`src/rtl/cache_types_pkg.sv`:
```
// Shared types and line-geometry constants for the data-cache memory-side adapter.
package cache_types;

  localparam int BEATS            = 4;
  localparam int LINE_OFFSET_BITS = 5;

  typedef enum logic [2:0] {
    IDLE,
    WR_BURST,
    RD_CMD,
    RD_BURST,
    DONE
  } adapter_state_t;

endpackage

```
`src/rtl/cacheline_beat_buf.sv`:
```
// Line-wide register written either whole (writeback capture) or one beat at a time
// (fetch assembly), with a beat-indexed read mux feeding the write burst.
module cacheline_beat_buf
  import cache_types::*;
#(
  parameter int BEAT_WIDTH = 64,
  parameter int NBEATS     = BEATS,
  parameter int IDX_W      = (NBEATS > 1) ? $clog2(NBEATS) : 1
) (
  input  logic                         clk,
  input  logic                         rst_n,
  input  logic                         load_en_i,
  input  logic [NBEATS*BEAT_WIDTH-1:0] load_line_i,
  input  logic                         beat_we_i,
  input  logic [IDX_W-1:0]             beat_wr_idx_i,
  input  logic [BEAT_WIDTH-1:0]        beat_wdata_i,
  input  logic [IDX_W-1:0]             beat_rd_idx_i,
  output logic [BEAT_WIDTH-1:0]        beat_rdata_o,
  output logic [NBEATS*BEAT_WIDTH-1:0] line_o
);

  logic [NBEATS-1:0][BEAT_WIDTH-1:0] buf_q;

  always_ff @(posedge clk or negedge rst_n) begin
    if (!rst_n) begin
      buf_q <= '0;
    end else if (load_en_i) begin
      buf_q <= load_line_i;
    end else if (beat_we_i) begin
      buf_q[beat_wr_idx_i] <= beat_wdata_i;
    end
  end

  assign beat_rdata_o = buf_q[beat_rd_idx_i];
  assign line_o       = buf_q;

endmodule

```
`src/rtl/cacheline_adapter.sv`:
```
// Converts level-held full-line fetch/writeback requests into 4-beat bursts on the banked memory.
// Optional macro CACHELINE_ADAPTER_RADDR_CHECK_EN: drop read beats whose bmem_raddr mismatches, flag raddr_err.
module cacheline_adapter
  import cache_types::*;
#(
  parameter int ADDR_WIDTH = 32,
  parameter int LINE_WIDTH = 256,
  parameter int BEAT_WIDTH = 64
) (
  input  logic                  clk,
  input  logic                  rst_n,
  input  logic [ADDR_WIDTH-1:0] dfp_addr,
  input  logic                  dfp_read,
  input  logic                  dfp_write,
  input  logic [LINE_WIDTH-1:0] dfp_wdata,
  output logic [LINE_WIDTH-1:0] dfp_rdata,
  output logic                  dfp_resp,
  output logic [ADDR_WIDTH-1:0] bmem_addr,
  output logic                  bmem_read,
  output logic                  bmem_write,
  output logic [BEAT_WIDTH-1:0] bmem_wdata,
  input  logic                  bmem_ready,
  input  logic [ADDR_WIDTH-1:0] bmem_raddr,
  input  logic [BEAT_WIDTH-1:0] bmem_rdata,
`ifdef CACHELINE_ADAPTER_RADDR_CHECK_EN
  output logic                  raddr_err,
`endif
  input  logic                  bmem_rvalid
);

  localparam int NB    = LINE_WIDTH / BEAT_WIDTH;
  localparam int CNT_W = (NB > 1) ? $clog2(NB) : 1;
  localparam int OFF   = $clog2(LINE_WIDTH / 8);
  localparam logic [CNT_W-1:0]      LAST_BEAT = CNT_W'(NB - 1);
  localparam logic [ADDR_WIDTH-1:0] ADDR_MASK = {{(ADDR_WIDTH-OFF){1'b1}}, {OFF{1'b0}}};

  adapter_state_t          state_q, state_d;
  logic [CNT_W-1:0]        cnt_q, cnt_d;
  logic [ADDR_WIDTH-1:0]   base_q, base_d;
  logic [LINE_WIDTH-1:0]   rdata_q, rdata_d;
  logic                    load_en;
  logic                    beat_we;
  logic                    beat_ok;
  logic [LINE_WIDTH-1:0]   buf_line;
  logic [BEAT_WIDTH-1:0]   buf_beat;

`ifdef CACHELINE_ADAPTER_RADDR_CHECK_EN
  logic err_q;

  assign beat_ok = bmem_rvalid && (bmem_raddr == base_q);

  always_ff @(posedge clk or negedge rst_n) begin
    if (!rst_n) begin
      err_q <= 1'b0;
    end else if (state_q == RD_BURST && bmem_rvalid && (bmem_raddr != base_q)) begin
      err_q <= 1'b1;
    end
  end

  assign raddr_err = err_q;
`else
  logic unused_raddr;

  assign beat_ok      = bmem_rvalid;
  assign unused_raddr = ^bmem_raddr;
`endif

  cacheline_beat_buf #(
    .BEAT_WIDTH (BEAT_WIDTH),
    .NBEATS     (NB),
    .IDX_W      (CNT_W)
  ) u_beat_buf (
    .clk           (clk),
    .rst_n         (rst_n),
    .load_en_i     (load_en),
    .load_line_i   (dfp_wdata),
    .beat_we_i     (beat_we),
    .beat_wr_idx_i (cnt_q),
    .beat_wdata_i  (bmem_rdata),
    .beat_rd_idx_i (cnt_q),
    .beat_rdata_o  (buf_beat),
    .line_o        (buf_line)
  );

  always_ff @(posedge clk or negedge rst_n) begin
    if (!rst_n) begin
      state_q <= IDLE;
      cnt_q   <= '0;
      base_q  <= '0;
      rdata_q <= '0;
    end else begin
      state_q <= state_d;
      cnt_q   <= cnt_d;
      base_q  <= base_d;
      rdata_q <= rdata_d;
    end
  end

  always_comb begin
    state_d = state_q;
    cnt_d   = cnt_q;
    base_d  = base_q;
    rdata_d = rdata_q;
    load_en = 1'b0;
    beat_we = 1'b0;
    unique case (state_q)
      IDLE: begin
        cnt_d = '0;
        // Write has priority; a concurrent read stays asserted and is taken afterwards.
        if (dfp_write) begin
          base_d  = dfp_addr & ADDR_MASK;
          load_en = 1'b1;
          state_d = WR_BURST;
        end else if (dfp_read) begin
          base_d  = dfp_addr & ADDR_MASK;
          state_d = RD_CMD;
        end
      end
      WR_BURST: begin
        if (bmem_ready) begin
          if (cnt_q == LAST_BEAT) begin
            cnt_d   = '0;
            state_d = DONE;
          end else begin
            cnt_d = cnt_q + CNT_W'(1);
          end
        end
      end
      RD_CMD: begin
        if (bmem_ready) begin
          cnt_d   = '0;
          state_d = RD_BURST;
        end
      end
      RD_BURST: begin
        if (beat_ok) begin
          beat_we = 1'b1;
          if (cnt_q == LAST_BEAT) begin
            // The final beat bypasses the buffer so dfp_rdata is valid in DONE.
            rdata_d = buf_line;
            rdata_d[(NB-1)*BEAT_WIDTH +: BEAT_WIDTH] = bmem_rdata;
            cnt_d   = '0;
            state_d = DONE;
          end else begin
            cnt_d = cnt_q + CNT_W'(1);
          end
        end
      end
      DONE: begin
        state_d = IDLE;
      end
      default: begin
        state_d = IDLE;
      end
    endcase
  end

  assign dfp_resp   = (state_q == DONE);
  assign dfp_rdata  = rdata_q;
  assign bmem_read  = (state_q == RD_CMD);
  assign bmem_write = (state_q == WR_BURST);
  assign bmem_addr  = base_q;
  assign bmem_wdata = buf_beat;

endmodule
```
`config.mk`:
```
export PLATFORM = sky130hd
export DESIGN_NAME = cacheline_adapter
export DESIGN_NICKNAME = d
export VERILOG_FILES = /design/src/rtl/cache_types_pkg.sv /design/src/rtl/cacheline_beat_buf.sv /design/src/rtl/cacheline_adapter.sv
export SDC_FILE = /design/constraint.sdc
export NUM_CORES = 1
export LEC_CHECK = 0
export CAP_MARGIN = 10
export CORE_UTILIZATION = 30
export CTS_CLUSTER_SIZE = 16
export DETAILED_ROUTE_END_ITERATION = 10
export SKIP_CTS_REPAIR_TIMING = 1
export SLEW_MARGIN = 20
export SYNTH_ARGS = -nofsm -noshare
export SYNTH_HDL_FRONTEND = slang
export SYNTH_SLANG_ARGS = --single-unit
```
`constraint.sdc`:
```
create_clock -name clk -period 3.5 [get_ports clk]
set_input_delay 0.35 -clock clk [delete_from_list [all_inputs] [get_ports clk]]
set_output_delay 0.35 -clock clk [all_outputs]
set_load 0.02 [all_outputs]
```
==> metrics.md, run 1 <==
| Metric | Value |
|---|---|
| Worst EP arrival | `2.85 ns` |
| Drt first pass iters | `5` |
| Final hold vios | `0` |
| Via-to-Cell Ratio | `between 4 and 5` |
| Top_reg_cell synth | `dfrtp_1` |
| Number of cell rows | `107` |
| Skew final | `0.03214 ns` |
| TNS Setup | `0 ns` |
| DRC Markers | `0` |
| WS Path Type | `reg2out` |
| Tot GR Track Use | `between 20% and 30%` |
| Final net count | `3119` |
| Pins Over Slew Limit | `0` |
| Max Fanout on Critical Path | `30` |
| Worst path max stage delay | `~0.59 ns` |
| CP top delay family | `buffers and inverters` |
| EDFF count, synth | `0` |
| Initial drt markers | `between 800 and 900` |
| CP cell instances | `buf_4 -> mux4_2 -> clkdlybuf4s50_1` |
| Clock Latency Late Sink | `0.61 ns` |
| Layout cell share with drive strength beyond 1 | `24.42%` |
| Worst hold slack | `0.3100 ns` |
| CTS root buffer | `clkbuf_16` |
| Die Span X | `296.5 um` |
| #FFs+latches synth | `544` |
| Worst R2R Setup Slack | `0.85 ns` |
| Most frequent cell after synthesis | `dfrtp_1` |
| DP Worst Slack | `roughly 0.53 ns` |
| RSZ-0062 raised after global routing | `no` |
| Post-synthesis sequential area ratio | `~52%` |
| Setup WS post-layout | `approximately 0.3 ns` |
| IO buf count | `approximately 700` |
| Yosys top cell by area | `dfrtp_1` |
| Pwr Density | `910.3 nW/um2` |
| Final WL | `94340 um` |
| Leakage | `0.01784 uW` |
| Yosys cell types | `36` |
| Synth top area cells | `dfrtp_1, mux2_2, mux2i_1` |
| Worst EP required | `3.15 ns` |
| Post-DP HPWL | `64890 um` |
| Simple-Gate Fraction of Synth Area | `around 5.4%` |
| Post-synthesis cell area | `about 26000 um2` |
| Cells after synthesis | `2033` |
| Final min period | `3.202 ns` |
| Fillcell total | `7882` |
| Bufs on Longest Clock Path | `3` |
| Global-route wire length before repair | `137200 um` |
| Critical path startpoint category | `register` |
| Buffers & Inverters on Critical Path | `2` |
| Mean Syn Cell Area | `12.80 um2` |
| Number of H-tree levels | `3` |
| Main combinational cell family by area after synthesis | `multiplexers` |
| Multiplexer share of the synthesized area | `between 30% and 40%` |
| Total clock sinks | `544` |
| Period Utilization, post-route | `91.49%` |
| DRT antenna net count | `0` |
| Max_cap viols | `0` |
| Die height | `296.5 um` |
| CTS tree | `built` |
| Largest net degree at the start of global routing | `76` |
| Peak VDD IR | `~0.6 mV` |
| Post-route design area | `36720 um2` |
| Die area | `slightly below 90000 um2` |
| Pwr Total | `33430 uW` |
| Fmax | `between 300 and 400 MHz` |
| Adder-Cell Fraction of Synth Area | `less than 1%` |
| Via count | `19180` |
| Most instantiated cells after synthesis | `dfrtp_1, mux2_2, nand2_1` |
| Synth Warn # | `0` |
| Post-place instance area | `34510 um2` |
| Initial core utilization | `30.42%` |
| Initial antenna violation count | `21` |
| I/O pin total | `745` |
| Post-Synth XOR/XNOR Area | `0%` |
| CP Capture Type | `output port` |
| Hold Path Class | `in2async` |
| Rel. slew slack | `between 50 and 60%` |
| Post-synth ARST share | `100.0%` |
| GR Overflow Total | `0` |
| Core ar. | `85550 um2` |
| WL/cell | `23.98 um` |
| Worst slew pin tran | `0.7167 ns` |
| CTS Buf Count | `between 60 and 70` |
| Routability Congestion | `0.8549` |
| Area Overhead vs Synth | `41.12%` |
| Post-synth top area share | `52.32%` |
| Setup violations, final | `0` |
| Compound-cell area share of the yosys netlist | `2.981%` |
| Outcome | `finished, final reports clean` |
| Reg clk slew, reported paths | `0.05 ns` |
| Vias in the first global route | `20730` |
| Crit-path slowest cell | `clkdlybuf4s50_1` |
-- layer usage --
| metal | wire length [um] | GRT usage [%] | up-vias |
|---|---|---|---|
| met5 | 76 | 0 | - |
| met3 | 7024 | 5.335 | 191 |
| met2 | 46230 | 35.09 | 688 |
| met4 | 3656 | 9.542 | 12 |
| li1 | - | - | 8406 |
| met1 | 37350 | 25.74 | 9881 |
-- where the power goes --
group | leakage [uW] | switching (uW) | internal (uW)
clock network | 0.00106 | 2840 | 4060
registers | 0.00711 | 1810 | 9020
logic | 0.00967 | 7910 | 7770
total | 0.0178 | 12600 | 20900
-- worst register-to-register path: stages, from the launching register on --
cell     delay, ns
dfrtp_1       0.57
or4b_4        0.86
buf_12        0.34
mux2i_1       0.43
mux2_1        0.33
-- metrics by stage --
step / utilization, % / std cells
after global placement: 40.31 / 3799
after floorplan: - / 2037
after global routing: 42.92 / 3932
final: 42.92 / 3934
after detailed placement: 40.34 / 3800
after CTS: 42.87 / 3919
-- state kept, by name, summed over array words and instances (netlist names) --
register           count
bmem_addr             27
state_q                3
dfp_rdata            256
cnt_q                  2
u_beat_buf.line_o    256
-- worst paths after layout --
path,depth (start not counted),from,to
min in group clk,3,dfp_wdata[245],u_beat_buf.line_o[245]$_DFFE_PN0P_
worst min-delay path,2,rst_n,u_beat_buf.line_o[244]$_DFFE_PN0P_
worst max register to register,4,state_q[2]$_DFFE_PN0P_,u_beat_buf.line_o[3]$_DFFE_PN0P_
worst max-delay path,3,cnt_q[1]$_DFFE_PN0P_,bmem_wdata[23]
worst min register to register,1,dfp_rdata[42]$_DFFE_PN0P_,dfp_rdata[42]$_DFFE_PN0P_
max in group asynchronous,4,rst_n,u_beat_buf.line_o[46]$_DFFE_PN0P_
-- cells by family (layout without fill, tap and decap cells) --
family | count (synthesis) | count (layout)
compound gates | 93 | 93
fa+ha+maj | 4 | 4
buf+inv | 355 | 1094
flops | 544 | 544
mux | 715 | 715
other cells | 1 | 19
simple gates | 321 | 321
-- layout make-up --
| type | count | area, um2 | share of cell area [%] |
|---|---|---|---|
| clock inverter | 21 | 237.7 | 0.6474 |
| timing repair buffer | 761 | 7797 | 21.24 |
| multi-input combinational | 1138 | 10870 | 29.60 |
| sequential | 544 | 13620 | 37.09 |
| clock buffer | 98 | 1926 | 5.244 |
| inverter | 214 | 803.3 | 2.188 |
| tap | 1144 | 1431 | 3.898 |
| antenna | 14 | 35.03 | 0.09541 |
-- cell usage in the layout, fill, tap and decap left out, drive strengths merged, types with 2 or more instances in the layout --
cell type,synthesis,final
mux4,64,64
nor2b,2,2
buf,89,59
nor3b,3,3
o21ai,22,22
diode,0,14
mux2i,195,195
a21oi,3,3
mux2,456,456
inv,214,216
nand3,21,21
clkbuf,52,98
conb,1,5
dfrtp,544,544
a211oi,2,2
o211ai,20,20
clkinv,0,14
nand2b,3,3
nand2,235,235
and2,45,45
clkinvlp,0,2
clkdlybuf4s50,0,701
ha,4,4
bufinv,0,3
nor2,5,5
a221o,44,44
(Power assumes the default switching activity.)
==> inputs of run 2 (changes only) <==
--- a/config.mk
+++ b/config.mk
@@ -7,10 +7,10 @@
 export LEC_CHECK = 0
 export CAP_MARGIN = 10
 export CORE_UTILIZATION = 30
-export CTS_CLUSTER_SIZE = 16
+export CTS_CLUSTER_SIZE = 28
 export DETAILED_ROUTE_END_ITERATION = 10
 export SKIP_CTS_REPAIR_TIMING = 1
-export SLEW_MARGIN = 20
+export SLEW_MARGIN = 25
 export SYNTH_ARGS = -nofsm -noshare
 export SYNTH_HDL_FRONTEND = slang
 export SYNTH_SLANG_ARGS = --single-unit
==> metrics.md, run 2 (synthesized netlist as in run 1, its figures left out) <==
| Metric | Value |
|---|---|
| Outcome | `finished, final reports clean` |
| Hold Path Class | `in2async` |
| Global-route wire length before repair | `137700 um (+0.40%)` |
| Final net count | `3119 (unchanged)` |
| Routability Congestion | `0.8549 (unchanged)` |
| DRC Markers | `0 (unchanged)` |
| Layout cell share with drive strength beyond 1 | `24.65% (+0.23 points)` |
| WS Path Type | `reg2out` |
| Rel. slew slack | `52.77% (+0.55 points)` |
| RSZ-0062 raised after global routing | `no` |
| Final min period | `3.224 ns (+0.02212 ns)` |
| Most common cell after layout, fill and taps aside | `clkdlybuf4s50_1` |
| CTS root buffer | `clkbuf_16` |
| Core ar. | `85550 um2 (unchanged)` |
| Cells on worst reg2reg path | `4 (unchanged)` |
| Worst hold slack | `0.3023 ns (-0.007705 ns)` |
| Final hold vios | `0 (unchanged)` |
| Critical path origin | `cnt_q[1]$_DFFE_PN0P_` |
| CP top delay family | `buffers and inverters` |
| Number of H-tree levels | `3 (unchanged)` |
| Total clock sinks | `544 (unchanged)` |
| TNS Setup | `0 ns (unchanged)` |
| IO buf count | `702 (unchanged)` |
| Tot GR Track Use | `21.15% (+0.030 points)` |
| Bufs on Longest Clock Path | `3 (unchanged)` |
| Drt first pass iters | `5 (unchanged)` |
| R2R Path End | `u_beat_buf.line_o[7]$_DFFE_PN0P_` |
| Crit Reg-Reg Startpoint | `state_q[2]$_DFFE_PN0P_` |
| GR Overflow Total | `0 (unchanged)` |
| Max Fanout on Critical Path | `30 (unchanged)` |
| CTS Buf Count | `66 (unchanged)` |
| Number of cell rows | `107 (unchanged)` |
| Clock Latency Late Sink | `0.60 ns (about the same)` |
| Initial antenna violation count | `24 (+14%)` |
| Die Span X | `296.5 um (unchanged)` |
| Leakage | `0.01788 uW (+0.22%)` |
| Final WL | `94490 um (+0.15%)` |
| Critical path startpoint category | `register` |
| Peak VDD IR | `0.7918 mV (+31%)` |
| Worst R2R Setup Slack | `0.84 ns (about the same)` |
| Crit-path slowest cell | `buf_4` |
| Fmax | `310.2 MHz (-0.69%)` |
| Placed Instances | `3800 (unchanged)` |
| CP Capture Type | `output port` |
| Post-DP HPWL | `65000 um (+0.16%)` |
| Max_cap viols | `0 (unchanged)` |
| Area Overhead vs Synth | `41.33%` |
| Vias in the first global route | `20850 (+0.56%)` |
| Die area | `87920 um2 (unchanged)` |
| Initial drt markers | `967 (+9.1%)` |
| Post-route insts no fill | `3934 (unchanged)` |
| DRT antenna net count | `0 (unchanged)` |
| Worst EP required | `3.15 ns (about the same)` |
| Reg clk slew, reported paths | `0.05 ns (about the same)` |
| Die height | `296.5 um (unchanged)` |
| Worst EP arrival | `2.87 ns (+0.02 ns)` |
| WL/cell | `24.02 um (+0.15%)` |
| Worst path max stage delay | `0.59 ns (about the same)` |
| Buffers & Inverters on Critical Path | `2 (unchanged)` |
| Pins Over Slew Limit | `0 (unchanged)` |
| CTS tree | `built` |
| Pwr Density | `911.3 nW/um2 (+0.11%)` |
| Largest net degree at the start of global routing | `76 (unchanged)` |
| Initial core utilization | `30.42% (unchanged)` |
| CP cell instances | `buf_4 -> mux4_2 -> clkdlybuf4s50_1` |
| WP depth | `3 (unchanged)` |
| Skew final | `0.02976 ns (-0.002383 ns)` |
| Most frequent cells in the layout | `clkdlybuf4s50_1, dfrtp_1, mux2_2` |
| Setup violations, final | `0 (unchanged)` |
| Via-to-Cell Ratio | `4.895 (+0.42%)` |
| Period Utilization, post-route | `92.12% (+0.63 points)` |
| Via count | `19260 (+0.42%)` |
| I/O pin total | `745 (unchanged)` |
| Worst slew pin tran | `0.7085 ns (-0.008184 ns)` |
-- run 2: worst register-to-register path, delay by kind of cell (launching register included) --
family                 cells  cell delay (ns)
buffers and inverters      1             0.33
and+or+nand+nor            1             0.86
muxes                      2             0.76
DFF                        1             0.58
-- run 2: routing by layer --
metal  track usage [%]  wire length, um
met2             35.06            46450
met3             5.873             7236
met1             25.70            37240
met4             9.002             3445
met5                 0              111
-- run 2: layout make-up --
class | count | area (um2)
Timing Repair Buffer | 761 | 7797
Multi-Input combinational cell | 1138 | 10870
Clock inverter | 18 | 191.4
Inverter | 214 | 803.3
Antenna cell | 15 | 37.54
Clock buffer | 100 | 2023
Fill cell | 7868 | 48780
Tap cell | 1144 | 1431
Sequential cell | 544 | 13620
-- run 2: metrics by stage --
step | util, % | worst slack [ns] | total power [uW] | area (um2)
6_report | 42.98 | 0.2759 | 33510 | 36770
5_1_grt | 42.98 | 0.2053 | 35140 | 36770
4_1_cts | 42.93 | 0.1967 | 33870 | 36730
3_5_place_dp | 40.34 | 0.5149 | 26710 | 34510
3_3_place_gp | 40.31 | 0.4397 | 26340 | 34480
2_1_floorplan | - | 1.113 | 19030 | 26040
-- run 2: worst max path at each step --
stage / endpoint / slack (ns)
after floorplan: u_beat_buf.line_o[131]$_DFFE_PN0P_ / 1.11
after global placement: u_beat_buf.line_o[248]$_DFFE_PN0P_ / 0.44
after detailed placement: dfp_rdata[180]$_DFFE_PN0P_ / 0.51
after CTS: bmem_wdata[23] / 0.20
after global routing: bmem_wdata[7] / 0.21
final: bmem_wdata[23] / 0.28
-- run 2: power breakdown --
group / total, uW / switching, uW / internal (uW)
logic: 15700 / 7930 / 7770
registers: 10800 / 1820 / 9020
clock network: 6970 / 2800 / 4160
==> inputs of run 3 (changes only) <==
--- a/config.mk
+++ b/config.mk
@@ -9,6 +9,7 @@
 export CORE_UTILIZATION = 30
 export CTS_CLUSTER_SIZE = 28
 export DETAILED_ROUTE_END_ITERATION = 10
+export PLACE_DENSITY_LB_ADDON = 0.2
 export SKIP_CTS_REPAIR_TIMING = 1
 export SLEW_MARGIN = 25
 export SYNTH_ARGS = -nofsm -noshare
==> metrics.md, run 3 (synthesized netlist as in run 1, its figures left out) <==
| Metric | Value |
|---|---|
| Final min period | `3.134 ns (-0.08982 ns)` |
| Max_cap viols | `0 (unchanged)` |
| Most common cell after layout, fill and taps aside | `clkdlybuf4s50_1` |
| Via-to-Cell Ratio | `4.843 (-1.1%)` |
| Reg clk slew, reported paths | `0.06 ns (about the same)` |
| Fillcell total | `7956 (+1.1%)` |
| CTS Buf Count | `66 (unchanged)` |
| Via count | `18950 (-1.6%)` |
| Rel. slew slack | `21.44% (-31 points)` |
| IO buf count | `702 (unchanged)` |
| Worst EP arrival | `2.78 ns (-0.09 ns)` |
| Final hold vios | `0 (unchanged)` |
| Number of H-tree levels | `3 (unchanged)` |
| Leakage | `0.01777 uW (-0.59%)` |
| Hold Path Class | `in2reg` |
| Die height | `296.5 um (unchanged)` |
| DRT antenna net count | `0 (unchanged)` |
| WL/cell | `23.81 um (-0.85%)` |
| Initial core utilization | `30.42% (unchanged)` |
| Layout cell share with drive strength beyond 1 | `24.16% (-0.49 points)` |
| Area Overhead vs Synth | `40.43%` |
| Number of cell rows | `107 (unchanged)` |
| Final net count | `3106 (-0.42%)` |
| Critical path startpoint category | `register` |
| Fmax | `319.1 MHz (+2.9%)` |
| Routability Congestion | `0.8298 (-2.9%)` |
| Pins Over Slew Limit | `0 (unchanged)` |
| DRC Markers | `0 (unchanged)` |
| Clock Latency Late Sink | `0.60 ns (about the same)` |
| Worst EP required | `3.15 ns (about the same)` |
| Pwr Density | `912.8 nW/um2 (+0.16%)` |
| Vias in the first global route | `20370 (-2.3%)` |
| Die area | `87920 um2 (unchanged)` |
| Period Utilization, post-route | `89.55% (-2.6 points)` |
| Placed Instances | `3787 (-0.34%)` |
| Bufs on Longest Clock Path | `3 (unchanged)` |
| Tot GR Track Use | `20.89% (-0.25 points)` |
| Post-DP HPWL | `64250 um (-1.1%)` |
| Core ar. | `85550 um2 (unchanged)` |
| Largest net degree at the start of global routing | `149 (+96%)` |
| RSZ-0062 raised after global routing | `no` |
| Outcome | `finished, final reports clean` |
| TNS Setup | `0 ns (unchanged)` |
| Total clock sinks | `544 (unchanged)` |
| Skew final | `0.03374 ns (+0.003979 ns)` |
| Peak VDD IR | `0.4693 mV (-41%)` |
| Setup violations, final | `0 (unchanged)` |
| GR Overflow Total | `0 (unchanged)` |
| Most frequent cells in the layout | `clkdlybuf4s50_1, dfrtp_1, mux2_2` |
| I/O pin total | `745 (unchanged)` |
| Drt first pass iters | `5 (unchanged)` |
| CTS root buffer | `clkbuf_16` |
| CP Capture Type | `output port` |
| Max Fanout on Critical Path | `22 (-27%)` |
| WS Path Type | `reg2out` |
| Die Span X | `296.5 um (unchanged)` |
| Global-route wire length before repair | `135900 um (-1.3%)` |
| CTS tree | `built` |
| Post-route insts no fill | `3913 (-0.53%)` |
| Final WL | `93180 um (-1.4%)` |
| Finished Core Util | `42.71% (-0.27 points)` |
| Worst slew pin tran | `1.178 ns (+0.4699 ns)` |
| Initial antenna violation count | `16 (-33%)` |
| Initial drt markers | `900 (-6.9%)` |
==> run 3: changes by cell type in the layout (fill, tap and decap cells not counted), moves of 2 or more <==
cell,previous run,this run
buf_4,33,26
diode_2,15,8
clkbuf_8,18,12
buf_12,24,19
clkbuf_1,13,16
bufinv_16,2,4
==> run 3: worst paths after layout <==
kind                                            start                                  to  slack (ns)  cells past startpoint
max in group asynchronous                       rst_n   u_beat_buf.line_o[52]$_DFFE_PN0P_        2.07                      3
hold / removal                         dfp_wdata[229]  u_beat_buf.line_o[229]$_DFFE_PN0P_        0.34                      3
setup / recovery                 cnt_q[1]$_DFFE_PN0P_                      bmem_wdata[44]        0.37                      3
hold reg to reg            dfp_rdata[165]$_DFFE_PN0P_          dfp_rdata[165]$_DFFE_PN0P_        0.50                      1
min in group asynchronous                       rst_n   u_beat_buf.line_o[13]$_DFFE_PN0P_        0.37                      2
setup reg to reg               state_q[0]$_DFFE_PN0P_          dfp_rdata[155]$_DFFE_PN0P_        0.70                      4
==> run 3: layout make-up <==
cell class | count | area (um2) | share of cell area, %
tap | 1144 | 1431 | 3.917
timing repair buffer | 748 | 7617 | 20.85
antenna | 8 | 20.02 | 0.05479
clock buffer | 96 | 1927 | 5.273
inverter | 214 | 803.3 | 2.198
clock inverter | 21 | 252.7 | 0.6917
multi-input combinational | 1138 | 10870 | 29.74
sequential | 544 | 13620 | 37.28
==> run 3: routing by layer <==
layer / GRT usage [%] / vias up / routed length, um
met1: 25.34 / 9793 / 37160
met4: 7.569 / 18 / 2998
met5: 0 / - / 115
li1: - / 8362 / -
met3: 5.850 / 164 / 6803
met2: 35.27 / 614 / 46110
==> run 3: worst max-delay path: stages, from the launching register on <==
cell             delay (ns)
dfrtp_4                0.65
buf_4                  0.49
mux4_2                 0.44
clkdlybuf4s50_1        0.59
==> run 3: stage by stage <==
step                worst slack (ns)  power [uW]  instance area, um2  hold slack, ns
finish                        0.3657       33350               36540          0.3421
detailed placement            0.6365       26650               34330          0.4682
floorplan                      1.113       19030               26040         0.05441
global placement              0.6894       26380               34330          0.4639
CTS                           0.2971       33760               36510         -0.1738
global route                  0.2800       35070               36540          0.3347
==> run 3: where the power goes <==
group / switching (uW) / internal, uW / leakage (uW) / total [uW]
combinational: 7780 / 7750 / 0.00959 / 15500
sequential: 1880 / 9020 / 0.00711 / 10900
clock: 2790 / 4130 / 0.00107 / 6930
